--- src/rtl/interboard_pkg.sv ---
// interboard_pkg: frame layout, field offsets and receiver FSM states shared by the inter-board link
package interboard_pkg;
  localparam int N_CHUNKS = 4;
  localparam int CHUNK_W = 6;
  localparam int FRAME_W = 24;
  localparam int MOVE_DIR_W = 1;
  localparam int BLOCK_X_W = 5;
  localparam int BLOCK_Y_W = 3;
  localparam int MSG_TYPE_W = 4;
  localparam int CARD_W = 6;
  localparam int SEL_LEN_W = 3;
  localparam int SEL_LEN_LSB = 0;
  localparam int CARD_LSB = SEL_LEN_LSB + SEL_LEN_W;
  localparam int MSG_TYPE_LSB = CARD_LSB + CARD_W;
  localparam int BLOCK_Y_LSB = MSG_TYPE_LSB + MSG_TYPE_W;
  localparam int BLOCK_X_LSB = BLOCK_Y_LSB + BLOCK_Y_W;
  localparam int MOVE_DIR_LSB = BLOCK_X_LSB + BLOCK_X_W;
  typedef enum logic [1:0] {
    S_WAIT_REQ = 2'd0,
    S_WAIT_REL = 2'd1,
    S_DRAIN    = 2'd2
  } rx_state_t;
endpackage

--- src/rtl/bit_synchronizer.sv ---
// bit_synchronizer: multi-stage flip-flop synchronizer for a bus sampled as one aligned word
module bit_synchronizer #(
  parameter int WIDTH = 1,
  parameter int STAGES = 2
) (
  input  logic             clk,
  input  logic             rst,
  input  logic [WIDTH-1:0] i_d,
  output logic [WIDTH-1:0] o_q
);
  logic [WIDTH-1:0] r_sync [STAGES];
  // shift the asynchronous word through the stage chain
  always_ff @(posedge clk) begin
    r_sync[0] <= rst ? '0 : i_d;
    for (int i = 1; i < STAGES; i++) r_sync[i] <= rst ? '0 : r_sync[i-1];
  end
  assign o_q = r_sync[STAGES-1];
endmodule

--- src/rtl/interboard_receiver.sv ---
// interboard_receiver: four-phase handshake responder that reassembles 4 chunks into a game-control message
module interboard_receiver
  import interboard_pkg::*;
#(
  parameter int TIMEOUT = 1_000_000,
  parameter int SYNC_STAGES = 2
) (
  input  logic                  clk,
  input  logic                  rst,
  input  logic                  interboard_rst,
  input  logic                  Request_in,
  input  logic [CHUNK_W-1:0]    inter_data_in,
  output logic                  Ack_out,
  output logic                  interboard_en,
  output logic                  interboard_move_dir,
  output logic [BLOCK_X_W-1:0]  interboard_block_x,
  output logic [BLOCK_Y_W-1:0]  interboard_block_y,
  output logic [MSG_TYPE_W-1:0] interboard_msg_type,
  output logic [CARD_W-1:0]     interboard_card,
  output logic [SEL_LEN_W-1:0]  interboard_sel_len,
  output logic                  rx_busy,
  output logic                  rx_error
);
  localparam int WD_W = $clog2(TIMEOUT) + 1;
  logic               w_rst;
  logic               w_req_s;
  logic [CHUNK_W-1:0] w_data_s;
  rx_state_t          r_state, w_state_n;
  logic [2:0]         r_cnt, w_cnt_n;
  logic [FRAME_W-1:0] r_shift, w_shift_n;
  logic [WD_W-1:0]    r_wd, w_wd_n;
  logic               w_expire;
  logic               w_deliver;
  assign w_rst = rst | interboard_rst;
  // request and data share one pipeline so a captured chunk always matches its request
  bit_synchronizer #(.WIDTH(CHUNK_W + 1), .STAGES(SYNC_STAGES)) u_sync (
    .clk(clk),
    .rst(w_rst),
    .i_d({Request_in, inter_data_in}),
    .o_q({w_req_s, w_data_s})
  );
  assign rx_busy = (r_cnt != 3'd0) || (r_state != S_WAIT_REQ);
  assign w_expire = rx_busy && (r_wd == WD_W'(TIMEOUT - 1));
  // next state: abort on watchdog first, otherwise advance the handshake
  always_comb begin
    w_state_n = r_state;
    w_cnt_n = r_cnt;
    w_shift_n = r_shift;
    w_deliver = 1'b0;
    if (w_expire) begin
      w_state_n = w_req_s ? S_DRAIN : S_WAIT_REQ;
      w_cnt_n = '0;
      w_shift_n = '0;
    end else if (r_state == S_WAIT_REQ && w_req_s) begin
      w_state_n = S_WAIT_REL;
      w_cnt_n = r_cnt + 3'd1;
      w_shift_n = {r_shift[FRAME_W-CHUNK_W-1:0], w_data_s};
    end else if (r_state == S_WAIT_REL && !w_req_s) begin
      w_state_n = S_WAIT_REQ;
      w_deliver = (r_cnt == 3'(N_CHUNKS));
      w_cnt_n = w_deliver ? 3'd0 : r_cnt;
    end else if (r_state == S_DRAIN && !w_req_s) begin
      w_state_n = S_WAIT_REQ;
    end
    w_wd_n = (w_expire || w_state_n != r_state || !rx_busy) ? '0 : r_wd + 1'b1;
  end
  // state, counters and handshake/strobe outputs
  always_ff @(posedge clk) begin
    if (w_rst) begin
      r_state <= S_WAIT_REQ;
      r_cnt <= '0;
      r_shift <= '0;
      r_wd <= '0;
      Ack_out <= 1'b0;
      interboard_en <= 1'b0;
      rx_error <= 1'b0;
    end else begin
      r_state <= w_state_n;
      r_cnt <= w_cnt_n;
      r_shift <= w_shift_n;
      r_wd <= w_wd_n;
      Ack_out <= (w_state_n == S_WAIT_REL);
      interboard_en <= w_deliver;
      rx_error <= w_expire;
    end
  end
  // decoded fields change only together with a delivered message
  always_ff @(posedge clk) begin
    if (w_rst) begin
      interboard_move_dir <= '0;
      interboard_block_x <= '0;
      interboard_block_y <= '0;
      interboard_msg_type <= '0;
      interboard_card <= '0;
      interboard_sel_len <= '0;
    end else if (w_deliver) begin
      interboard_move_dir <= r_shift[MOVE_DIR_LSB];
      interboard_block_x <= r_shift[BLOCK_X_LSB +: BLOCK_X_W];
      interboard_block_y <= r_shift[BLOCK_Y_LSB +: BLOCK_Y_W];
      interboard_msg_type <= r_shift[MSG_TYPE_LSB +: MSG_TYPE_W];
      interboard_card <= r_shift[CARD_LSB +: CARD_W];
      interboard_sel_len <= r_shift[SEL_LEN_LSB +: SEL_LEN_W];
    end
  end
endmodule

--- config.mk ---
export PLATFORM = sky130hd
export DESIGN_NAME = interboard_receiver
export DESIGN_NICKNAME = d
export VERILOG_FILES = /design/src/rtl/interboard_pkg.sv /design/src/rtl/bit_synchronizer.sv /design/src/rtl/interboard_receiver.sv
export SDC_FILE = /design/constraint.sdc
export NUM_CORES = 1
export LEC_CHECK = 0
export ABC_AREA = 1
export BUFFER_PORTS_ARGS = -buffer_cell sky130_fd_sc_hd__buf_2
export CAP_MARGIN = 25
export CORE_MARGIN = 2
export CORE_UTILIZATION = 65
export CTS_BUF_LIST = sky130_fd_sc_hd__clkbuf_4 sky130_fd_sc_hd__clkbuf_8
export DETAILED_ROUTE_END_ITERATION = 8
export PLACE_DENSITY = 0.86
export SYNTH_ARGS = -nofsm -noshare
export SYNTH_HDL_FRONTEND = slang
export SYNTH_HIERARCHICAL = 1
export SYNTH_SLANG_ARGS = --single-unit
--- constraint.sdc ---
create_clock -name clk -period 2.5 [get_ports clk]
set_input_delay 0.125 -clock clk [delete_from_list [all_inputs] [get_ports clk]]
set_output_delay 0.125 -clock clk [all_outputs]
set_load 0.05 [all_outputs]
* Yosys cells after proc, flatten, opt, wreduce, memory -nomap -nowiden *
Memory sizes are Yosys's and may differ from the RTL's.
Index checks and enable logic that the tools add are counted.
W data, S select, Z words.

cells by class
  muxes and demuxes = 13
  equality and inequality tests = 6
  $add $sub $neg = 2
  bitwise operators = 1
  reduce and logical (&&, ||, !) cells = 17

operators with widths
  kind                     count
  $add A21 B1 Y21 const B  1
  $eq A21 B20 Y1 const B   1
  $mux W7                  2
  $mux W2                  5
  $mux W3                  3
  $reduce_bool A2 Y1       3
  $eq A2 B1 Y1 const B     2
  $logic_and A1 B1 Y1      4
  $reduce_or A2 Y1         2
  $add A3 B1 Y3 const B    1
  $eq A3 B3 Y1 const B     1
  $logic_or A1 B1 Y1       3
  $mux W1                  3
  $reduce_bool A3 Y1       1
  $eq A2 B2 Y1 const B     1
  $logic_not A1 Y1         2
  $logic_not A2 Y1         1
  $ne A2 B2 Y1             1
  $reduce_and A2 Y1        1
  $or A1 B1 Y1             1

word-level totals
  bits in registers = 73
  memory bits (writable) = 14
  output and inout bits = 26
  memories kept = 1

memories
  name           words  bits a word  read ports  clocked after Yosys merged registers in  write ports  line                    source
  u_sync.r_sync  2      7            2           0                                        2            bit_synchronizer.sv:11  logic [WIDTH-1:0] r_sync [STAGES];

* Logic depth before layout (Yosys ltp) *
Gate-level depths: netlist of the first run.

  depth after elaboration = 10
  mapped depth = 11

* Modules after synthesis *
Netlist of the first run, hierarchy kept.

by module, submodules not included
  module               area each (sq um)  cells an instance  seq. area each (sq um)  instances
  interboard_receiver  3253.1             440                1461.4                  1
  bit_synchronizer     449.2              50                 280.3                   1

* Least setup slack after synthesis of the first run *
OpenSTA, ideal clock, no wires.

  kind = register -> register
  start = reg r_cnt[0]
  end = reg interboard_block_x[4]
  data required time = 2.383 ns
  path buffers = 2
  path slack = 0.904 ns
  stages on the path, launching flop included = 11
  arrival = 1.479 ns
  clock period less this slack = 1.596 ns
  path through = dfxtp_1 inv_1 ha_1 nand3_4 inv_2 nor2_4 nand2_4 buf_6 buf_6 a21oi_1 nor2_1

between the ends
  cells in the longest elaborated chain, start to end = 4
  elaborated cells on any way between the ends = 7
  classes of those cells = eq/ne: 1; mux: 3; reduce/logical: 3

RTL lines
  what                    line                       source
  start, declared         interboard_receiver.sv:29  logic [2:0] r_cnt, w_cnt_n;
  start signal, assigned  interboard_receiver.sv:79  r_cnt <= w_cnt_n;
  $reduce_bool A3 Y1      interboard_receiver.sv:42  assign rx_busy = (r_cnt != 3'd0) || (r_state != S_WAIT_REQ);
  $logic_or A1 B1 Y1      interboard_receiver.sv:42
  named net rx_busy       interboard_receiver.sv:21  output logic rx_busy,
  $logic_and A1 B1 Y1     interboard_receiver.sv:43  assign w_expire = rx_busy && (r_wd == WD_W'(TIMEOUT - 1));
  $mux W1                 interboard_receiver.sv:50  if (w_expire) begin
  end signal, assigned    interboard_receiver.sv:98  interboard_block_x <= r_shift[BLOCK_X_LSB +: BLOCK_X_W];
  end, declared           interboard_receiver.sv:16  output logic [BLOCK_X_W-1:0] interboard_block_x,

The timed path passes the listed nets, and every way through them passes these cells.
A chain may end at the register's enable or synchronous reset.

* Final worst setup path of the first run *
  start = reg r_cnt[0]
  end = reg interboard_card[2]

between the ends
  cells in the longest elaborated chain, start to end = 4
  elaborated cells on any way between the ends = 7
  classes of those cells = eq/ne: 1; mux: 3; reduce/logical: 3

RTL lines
  what                                                line                                                  source
  $eq A3 B3 Y1 or $reduce_bool A3 Y1 (tied branches)  interboard_receiver.sv:60, interboard_receiver.sv:42
  $mux W1 or $logic_or A1 B1 Y1 (tied branches)       interboard_receiver.sv:58, interboard_receiver.sv:42
  $mux W1 or $logic_and A1 B1 Y1 (tied branches)      interboard_receiver.sv:54, interboard_receiver.sv:43
  $mux W1 (*)                                         interboard_receiver.sv:50
  end signal, assigned                                interboard_receiver.sv:101                            interboard_card <= r_shift[CARD_LSB +: CARD_W];
  end, declared                                       interboard_receiver.sv:19                             output logic [CARD_W-1:0] interboard_card,

Mark *: on every way between the ends. The rest lies on a longest branch, timed or not.

==> impl_metrics.tcl, run 1 <==
set metrics [dict create \
    fin_crit_sh 0.726 \
    use_met1 0.293 \
    grt_max_degree 45 \
    die_y_um 79.5 \
    grt-busiest-layer "met2" \
    cts_setup_buffers 0 \
    cts_buffers 9 \
    clock_tree.root_cell "clkbuf_8" \
    antenna_found_initial 0 \
    relSlewSlack 0.555 \
    synthDistinctLibCells 29 \
    ys_seq_area_frac 0.470 \
    overflow 0 \
    fin_cells 596 \
    drc_errors 0 \
    cts_hold_buf 7 \
    synth-warning-count 6 \
    track_usage 0.241 \
    row_count 27 \
    yosys.area_share.simple 0.324 \
    slew_violations 0 \
    finalSetupViolCount 0 \
    start_util 0.672 \
    dpl.cell_count 573 \
    max_freq_mhz 551 \
    wire_per_inst_um 11.8 \
    grt_setup_unrepaired "no" \
    die_width_um 79.5 \
    final_util 0.750 \
    cts_tree "done" \
    path_class "flop to flop" \
    status "finished clean" \
    die_area_sq_um 6320 \
    syn_nets 503 \
    drive_above_1_share 0.137 \
    worst_pin_slew_ns 0.667 \
    worstPathArrival_ns 2.07 \
    synthAdderAreaFrac 0.0101 \
    final_common_cell "nand2_1" \
    ant_nets 0 \
    hold_viol_final 0 \
    p_leak_nw 1.56 \
    setup_tns_ns 0 \
    drv_cap 0 \
    cp_max_fo 44 \
    core-area_sq_um 5510 \
    post-dp-hpwl_um 4620 \
    hold_class "primary input to flop" \
    cts_max_level 3 \
    yosys-top-cells-area "dfxtp_1 47%, nand2_1 12%, nor2_1 8.3%" \
    drt-initial-drc-count 189 \
    synth_compound_area_frac 0.0784 \
    critPathLaunchType "flop" \
    drtPass1Iterations 7 \
    clock_sinks 87 \
    syn_area_per_cell_sq_um 7.56 \
    via_per_inst 5.16 \
    routabilityCongestion 0.915 \
    clock_skew_ns 0.00653 \
    cts_resized 0 \
    p_int_mw 2.12 \
    synth_area_sq_um 3700 \
    synth_mux_area_frac 0 \
    grt_util_met2 0.408 \
    p_switching_uw 526 \
    synth_top_area_share 0.470 \
    power_frac_comb 0.022 \
    grt_pass1_wl_um 12100 \
    num_vias 3076 \
    syn2layout_area_growth_pct 11.5 \
    clk_pin_slew_ns 0.08 \
    final_cell_mix "118 x nand2_1, 87 x dfxtp_1, 82 x nor2_1" \
    vdd_drop_max_uv 458 \
    synth-xor-area-share 0.0260 \
    ios 36 \
    synthCells 490 \
    clk_path_buf_depth 2 \
    power.density_nw_per_um2 640 \
    p_clk_frac 0.451 \
    grt_pass1_vias 2832 \
    final_nets 532 \
    power_frac_seq 0.527 \
    use_met3 0.0441 \
    synth_seq_cells 87 \
    insertion_delay_ns 0.35 \
    antenna_cells 0 \
    sw_frac_of_total 0.199 \
    crit_required_ns 2.76 \
    worstSetupEndpointType "flop" \
    synth_top_family_by_area "simple AND/OR/NAND/NOR gates" \
    power_mw 2.64 \
    place.port_buffers 35 \
    min_period_ns 1.81 \
    hold_ws_ns 0.144 \
    wl_um 7040 \
    synth_top_area_cell "dfxtp_1" \
]
==> final timing paths <==
| path | depth (start not counted) | startpoint | to | slack (ns) |
|---|---|---|---|---|
| hold reg to reg | 2 | u_sync/r_sync[0][0] | u_sync/r_sync[0][7] | 0.40 |
| setup reg to reg | 7 | r_cnt[0] | interboard_card[2] | 0.69 |
| setup / recovery | 7 | r_cnt[0] | interboard_card[2] | 0.69 |
| hold / removal | 4 | rst | r_state[0] | 0.14 |
==> power by group through the flow <==
stage	registers [mW]	clock network, mW	logic (mW)
floorplan	1.43	0	0.0399
global placement	1.43	0	0.0484
detailed placement	1.43	0	0.0495
CTS	1.39	1.21	0.0582
global route	1.39	1.26	0.0657
finish	1.39	1.19	0.0580
==> worst max-delay path, cell delays in order (launching register included) <==
cell and delay (ns):
dfxtp_1 0.33, inv_1 0.07, ha_1 0.21, nand4_1 0.23, inv_2 0.57, nand3b_1 0.15, nand2_1 0.10, nor2_1 0.04
==> state kept, by name (all words and copies together), names as in the netlist <==
name                 cells
r_shift                 22
interboard_en            1
u_sync/r_sync           14
interboard_msg_type      4
interboard_block_y       3
r_wd                    21
interboard_card          6
rx_error                 1
Ack_out                  1
r_state                  2
interboard_sel_len       3
interboard_block_x       5
r_cnt                    3
interboard_move_dir      1
==> per-layer routing <==
metal	up-vias	wire, um
met5	-	0
met4	0	144
met3	15	274
met2	64	3520
met1	1402	3100
li1	1595	-
==> final cells by class <==
class / instances / area [sq um]
fillers: 423 / 1380
clock inverters: 5 / 104
clock buffers: 11 / 145
flip-flops and latches: 87 / 1740
well taps: 72 / 90.1
inverters: 41 / 154
repair buffers: 45 / 268
multi-input cells: 335 / 1630
==> cell usage after synthesis, drive strengths merged <==
| library cell | n |
|---|---|
| xor2 | 9 |
| a21oi | 52 |
| inv | 41 |
| nand3 | 17 |
| dfxtp | 87 |
| nor2 | 87 |
| o21bai | 1 |
| buf | 26 |
| nor3b | 1 |
| nor3 | 6 |
| nand4 | 4 |
| nor4 | 1 |
| clkbuf | 1 |
| ha | 3 |
| o21ai | 3 |
| nand2 | 123 |
| o21a | 1 |
| or2 | 1 |
| xnor2 | 2 |
| nand3b | 24 |
==> stage by stage <==
stage	instance area, sq um	setup slack (ns)
after CTS	4130	0.679
after detailed placement	3810	0.700
after global placement	3810	0.770
final	4130	0.686
after global routing	4130	0.472
after floorplan	3700	0.904
==> cell families after synthesis <==
| group | count (synthesis) |
|---|---|
| AND/OR/NAND/NOR | 264 |
| flip-flops | 87 |
| adder cells (fa/ha/maj) | 3 |
| buffers and inverters | 68 |
| XOR/XNOR | 11 |
| AO/OA/AOI/OAI | 57 |
Note: power is estimated with default switching activity, not from simulation.
==> inputs of run 2 (changes only) <==
--- a/config.mk
+++ b/config.mk
@@ -5,14 +5,14 @@
 export SDC_FILE = /design/constraint.sdc
 export NUM_CORES = 1
 export LEC_CHECK = 0
-export ABC_AREA = 1
+export ABC_AREA = 0
 export BUFFER_PORTS_ARGS = -buffer_cell sky130_fd_sc_hd__buf_2
 export CAP_MARGIN = 25
 export CORE_MARGIN = 2
-export CORE_UTILIZATION = 65
+export CORE_UTILIZATION = 60
 export CTS_BUF_LIST = sky130_fd_sc_hd__clkbuf_4 sky130_fd_sc_hd__clkbuf_8
 export DETAILED_ROUTE_END_ITERATION = 8
-export PLACE_DENSITY = 0.86
+export PLACE_DENSITY = 0.81
 export SYNTH_ARGS = -nofsm -noshare
 export SYNTH_HDL_FRONTEND = slang
 export SYNTH_HIERARCHICAL = 1
==> constraint.sdc (replaced) <==
create_clock -name clk -period 1.7 [get_ports clk]
set_input_delay 0.085 -clock clk [delete_from_list [all_inputs] [get_ports clk]]
set_output_delay 0.085 -clock clk [all_outputs]
set_load 0.05 [all_outputs]
==> impl_metrics.tcl, run 2 <==
set metrics [dict create \
    use_met3 0.0398 \
    dpl-instance-area_sq_um 3800 \
    core-area_sq_um 5470 \
    grt_util_met2 0.388 \
    routabilityCongestion 0.802 \
    status "finished with violations" \
    antenna_cells 0 \
    sw_frac_of_total 0.232 \
    p_int_mw 2.68 \
    grt_pass1_vias 2609 \
    ys_seq_area_frac 0.514 \
    hold_viol_final 0 \
    syn_area_per_cell_sq_um 8.90 \
    synth_top_area_share 0.514 \
    drive_above_1_share 0.333 \
    drc_errors 0 \
    hold_class "primary input to flop" \
    max_stage_delay_ns 0.46 \
    drtPass1Iterations 4 \
    vdd_drop_max_uv 599 \
    dpl.cell_count 483 \
    synth_seq_cells 87 \
    cts_buffers 9 \
    yosys-top-cells-area "dfxtp_1 51%, a21oi_1 7.2%, nand2_1 5.6%" \
    syn2layout_area_growth_pct 22.6 \
    slew_violations 0 \
    synthCells 381 \
    clock_skew_ns 0.0112 \
    syn_nets 394 \
    worstSetupEndpointType "primary output" \
    clk_pin_slew_ns 0.09 \
    hold_ws_ns 0.162 \
    ant_nets 0 \
    post-dp-hpwl_um 4550 \
    cp_max_fo 2 \
    fin_cells 508 \
    p_leak_nw 1.42 \
    synth_common_cells "87 x dfxtp_1, 51 x nand2_1, 49 x a21oi_1, 30 x nor2_1, 28 x nand3_1" \
    wl_um 7090 \
    grt_max_degree 38 \
    cp_slowest_cell "or4b_4" \
    wire_per_inst_um 14.0 \
    max_freq_mhz 542 \
    power_frac_seq 0.587 \
    synthMostInstantiatedCell "dfxtp_1" \
    ys_async_sr_fraction 0 \
    die_width_um 79.2 \
    min_period_ns 1.84 \
    finalSetupViolCount 73 \
    p_clk_frac 0.387 \
    start_util 0.619 \
    clk_path_buf_depth 2 \
    crit_chain "inv_2 -> ha_4 -> or4b_4 -> buf_4 -> buf_6 -> buf_8" \
    violations "setup timing" \
    cts_max_level 3 \
    top_regs "r_shift: 22 flops, r_wd: 21 flops, u_sync/r_sync: 14 flops" \
    synthDistinctLibCells 34 \
    layout_setup_ws_ns -0.144 \
    overflow 0 \
    insertion_delay_ns 0.37 \
    stdcell_area_sq_um 4160 \
    clock_sinks 87 \
    use_met1 0.306 \
    largest_reg_flops 22 \
    grt_setup_unrepaired "yes" \
    worst_pin_slew_ns 0.484 \
    power_mw 3.49 \
    num_vias 2745 \
    grt-busiest-layer "met2" \
    final_cell_mix "85 x dfxtp_1, 51 x nand2_1, 34 x buf_2" \
    critPathLaunchType "flop" \
    synthFlopType "dfxtp_1" \
    power.density_nw_per_um2 840 \
    p_switching_uw 810 \
    relSlewSlack 0.677 \
    antenna_found_initial 0 \
    synth_edf_count 0 \
    fillers 379 \
    regMostFlops "r_shift" \
    final_common_cell "dfxtp_1" \
    cts_tree "done" \
    row_count 27 \
    ios 36 \
    grt_pass1_wl_um 11700 \
    track_usage 0.237 \
    via_per_inst 5.40 \
    setup_tns_ns -6.32 \
    fin_crit_sh 1.08 \
    final_nets 444 \
    synth_area_sq_um 3390 \
    synth-warning-count 6 \
    drt-initial-drc-count 181 \
    path_class "flop to primary output" \
    drv_cap 0 \
    clock_tree.root_cell "clkbuf_8" \
    place.port_buffers 35 \
    die_y_um 79.2 \
    die_area_sq_um 6270 \
    power_frac_comb 0.026 \
    worstPathArrival_ns 1.76 \
    synth_top_area_cell "dfxtp_1" \
    crit_required_ns 1.62 \
]
==> run 2: cell count changes after synthesis, sizes merged, moves of 23 or more <==
cell / previous run / this run
inv: 41 / 6
nand2: 123 / 52
nand3b: 24 / 1
nor2: 87 / 35
o21ai: 3 / 26
==> run 2: layer usage <==
metal  vias up  share of wire
met5         -              0
met4         0          0.016
met3        10          0.051
met2        70           0.47
met1      1296           0.46
li1       1369              -
==> run 2: cell families (layout without fill, tap and decap cells) <==
kind of cell	after synthesis	count (layout)	synth area share
buffers and inverters	34	88	0.0616
xor gates and xnor gates	20	20	0.0517
adders and majority gates	3	3	0.0111
and+or+nand+nor	162	163	0.251
DFF	87	87	0.514
AOI/OAI and AO/OA	75	75	0.111
==> run 2: per-stage QoR <==
stage               setup slack [ns]   util
global route                  -0.202  0.759
floorplan                     -0.265      -
global placement             -0.0892  0.695
detailed placement            -0.190  0.695
CTS                           -0.126  0.752
finish                        -0.144  0.759
==> run 2: timing repair <==
action / CTS / global route
cloned: 1 / 0
setup buffers: 0 / 1
endpoints found under the setup margin: 73 / 74
resized for setup: 14 / 11
hold buffers: 7 / 0
pin swaps: 2 / 1
endpoints found under the hold margin: 7 / 0
==> run 2: critical path: cells and delay by family (launching register included) <==
family | cells | cell delay [ns]
adders and majority gates | 1 | 0.13
DFF | 1 | 0.33
buffers and inverters | 4 | 0.46
and+or+nand+nor | 1 | 0.46
==> run 2: path summary, 6_finish.rpt <==
| kind | from | end | slack (ns) | cells past startpoint |
|---|---|---|---|---|
| worst min register to register | u_sync/r_sync[0][4] | u_sync/r_sync[0][11] | 0.44 | 1 |
| worst min-delay path | interboard_rst | r_state[1] | 0.16 | 5 |
| worst max-delay path | r_cnt[1] | rx_busy | -0.14 | 6 |
| worst max register to register | r_cnt[1] | interboard_msg_type[2] | -0.12 | 8 |
==> run 2: power by group through the flow <==
stage,combinational (mW),clock [mW],sequential [mW]
CTS,0.0895,1.37,2.05
finish,0.0906,1.35,2.05
detailed placement,0.0768,0,2.10
floorplan,0.0646,0,2.10
global placement,0.0753,0,2.10
global route,0.0977,1.44,2.05
==> run 2: area by class of cell <==
class                           instances  area, sq um  area share
Inverter                                6         22.5     0.00542
Timing Repair Buffer                   66          477       0.115
Tap cell                               72         90.1      0.0217
Multi-Input combinational cell        261         1640       0.394
Sequential cell                        87         1740       0.420
Clock inverter                          5         40.0     0.00963
Clock buffer                           11          145      0.0349
==> inputs of run 3 (changes only) <==
--- a/config.mk
+++ b/config.mk
@@ -5,14 +5,14 @@
 export SDC_FILE = /design/constraint.sdc
 export NUM_CORES = 1
 export LEC_CHECK = 0
-export ABC_AREA = 0
+export ABC_AREA = 1
 export BUFFER_PORTS_ARGS = -buffer_cell sky130_fd_sc_hd__buf_2
 export CAP_MARGIN = 25
 export CORE_MARGIN = 2
-export CORE_UTILIZATION = 60
+export CORE_UTILIZATION = 61
 export CTS_BUF_LIST = sky130_fd_sc_hd__clkbuf_4 sky130_fd_sc_hd__clkbuf_8
 export DETAILED_ROUTE_END_ITERATION = 8
-export PLACE_DENSITY = 0.81
+export PLACE_DENSITY = 0.82
 export SYNTH_ARGS = -nofsm -noshare
 export SYNTH_HDL_FRONTEND = slang
 export SYNTH_HIERARCHICAL = 1
==> impl_metrics.tcl, run 3 (synthesized netlist as in run 1, its figures left out) <==
set metrics [dict create \
    reg2reg_depth 9 \
    hold_class "primary input to flop" \
    slew_violations 0 \
    drc_errors 0 \
    die_y_um 81.9 \
    worstSetupEndpointType "flop" \
    hold_end "r_state[0]" \
    core-area_sq_um 5890 \
    cp_max_fo 22 \
    min_period_ns 1.59 \
    worstPathArrival_ns 1.83 \
    grt_pass1_vias 2818 \
    routabilityCongestion 0.855 \
    via_per_inst 5.10 \
    relSlewSlack 0.726 \
    sw_frac_of_total 0.210 \
    reg2reg_to "interboard_sel_len[2]" \
    r2r-start "r_cnt[0]" \
    die_area_sq_um 6710 \
    critPathLaunchType "flop" \
    syn2layout_area_growth_pct 13.0 \
    layout_setup_ws_ns 0.110 \
    ios 36 \
    hold_depth 4 \
    start_util 0.629 \
    cts_buffers 9 \
    status "finished clean" \
    finalSetupViolCount 0 \
    wire_per_inst_um 11.6 \
    p_switching_uw 705 \
    cts_tree "done" \
    setup_tns_ns 0 \
    p_clk_frac 0.360 \
    power_frac_comb 0.028 \
    cts_max_level 3 \
    max_freq_mhz 629 \
    path_class "flop to flop" \
    clk_pin_slew_ns 0.08 \
    drtPass1Iterations 4 \
    drv_cap 0 \
    clk_path_buf_depth 2 \
    final_cell_mix "117 x nand2_1, 87 x dfxtp_1, 82 x nor2_1" \
    grt_max_degree 45 \
    power.density_nw_per_um2 800 \
    fin_crit_sh 0.935 \
    post-dp-hpwl_um 4820 \
    clock_tree.root_cell "clkbuf_8" \
    ant_nets 0 \
    final_nets 542 \
    hold_viol_final 0 \
    overflow 0 \
    final_common_cell "nand2_1" \
    p_int_mw 2.64 \
    regMostFlops "r_shift" \
    vdd_drop_max_uv 483 \
    drive_above_1_share 0.153 \
    antenna_found_initial 0 \
    drt-initial-drc-count 129 \
    antenna_cells 0 \
    crit_required_ns 1.94 \
    die_width_um 81.9 \
    clock_skew_ns 0.0134 \
    p_leak_nw 1.59 \
    top_regs "r_shift: 22 flops, r_wd: 21 flops, u_sync/r_sync: 14 flops" \
    power_frac_seq 0.612 \
    grt_pass1_wl_um 11700 \
    place_ws_ns 0.124 \
    num_vias 3092 \
    place.port_buffers 35 \
    wl_um 7040 \
    track_usage 0.227 \
    insertion_delay_ns 0.35 \
    clock_sinks 87 \
    largest_reg_flops 22 \
    r2r_slack_ns 0.11 \
    row_count 28 \
    cts_setup_buffers 0 \
    worstHoldStart "rst" \
    power_mw 3.35 \
    worst_pin_slew_ns 0.410 \
]
run 3: cell types whose count changed in the layout (fill, tap and decap cells not counted), sizes merged, moves of 12 or more:
cell,change
nand2,+71
nor2,+52
inv,+33
nand3b,+23
o21ai,-23
buf,-12
xnor2,-12
run 3: per-stage QoR:
| stage | instances | util | cell area [sq um] | hold slack, ns |
|---|---|---|---|---|
| after floorplan | 490 | - | 3700 | 0.192 |
| after global placement | 585 | 0.668 | 3930 | 0.284 |
| after detailed placement | 585 | 0.668 | 3930 | 0.294 |
| after CTS | 605 | 0.706 | 4160 | 0.107 |
| after global routing | 606 | 0.711 | 4190 | 0.134 |
| final | 606 | 0.711 | 4190 | 0.103 |
run 3: worst max-delay path by stage:
| stage | slack (ns) | startpoint | cells past startpoint | end |
|---|---|---|---|---|
| floorplan | 0.10 | r_cnt[0] | 10 | interboard_block_x[4] |
| CTS | 0.12 | r_wd[0] | 9 | interboard_msg_type[1] |
| detailed placement | 0.12 | r_wd[0] | 9 | interboard_msg_type[1] |
| global route | -0.007 | r_wd[0] | 10 | interboard_msg_type[0] |
| finish | 0.11 | r_cnt[0] | 9 | interboard_sel_len[2] |
| global placement | 0.19 | r_wd[0] | 10 | interboard_msg_type[0] |
run 3: power groups by stage:
stage          clock network [mW]  logic, mW  registers (mW)
5_1_grt                      1.32      0.107            2.05
4_1_cts                      1.25     0.0937            2.05
3_5_place_dp                    0     0.0812            2.10
2_1_floorplan                   0     0.0586            2.10
6_report                     1.21     0.0933            2.05
3_3_place_gp                    0     0.0798            2.10
run 3: critical path, stage by stage (launching register included):
cell	delay (ns)
dfxtp_1	0.37
inv_1	0.07
ha_1	0.24
nand3_4	0.14
inv_2	0.06
nor2_4	0.11
nand2_4	0.10
clkbuf_16	0.20
a21oi_1	0.14
nor2_1	0.06
run 3: layout make-up:
type                            instances  area (sq um)
Clock inverter                          2          10.0
Clock buffer                           11           145
Timing Repair Buffer                   55           410
Multi-Input combinational cell        335          1630
Sequential cell                        87          1740
Fill cell                             482          1700
Inverter                               41           154
Tap cell                               75          93.8
run 3: per-layer routing:
| layer | GRT usage | wire length (um) | up-vias |
|---|---|---|---|
| met1 | 0.258 | 3180 | 1393 |
| met3 | 0.0604 | 360 | 17 |
| met2 | 0.395 | 3360 | 71 |
| li1 | - | - | 1611 |
| met5 | 0 | 0 | - |
| met4 | 0.105 | 134 | 0 |
run 3: what timing repair did:
action | 4_1_cts | 5_1_grt
endpoints found under the setup margin | 0 | 21
hold buffers | 7 | 0
endpoints found under the hold margin | 7 | 0
gates resized for setup | 0 | 2
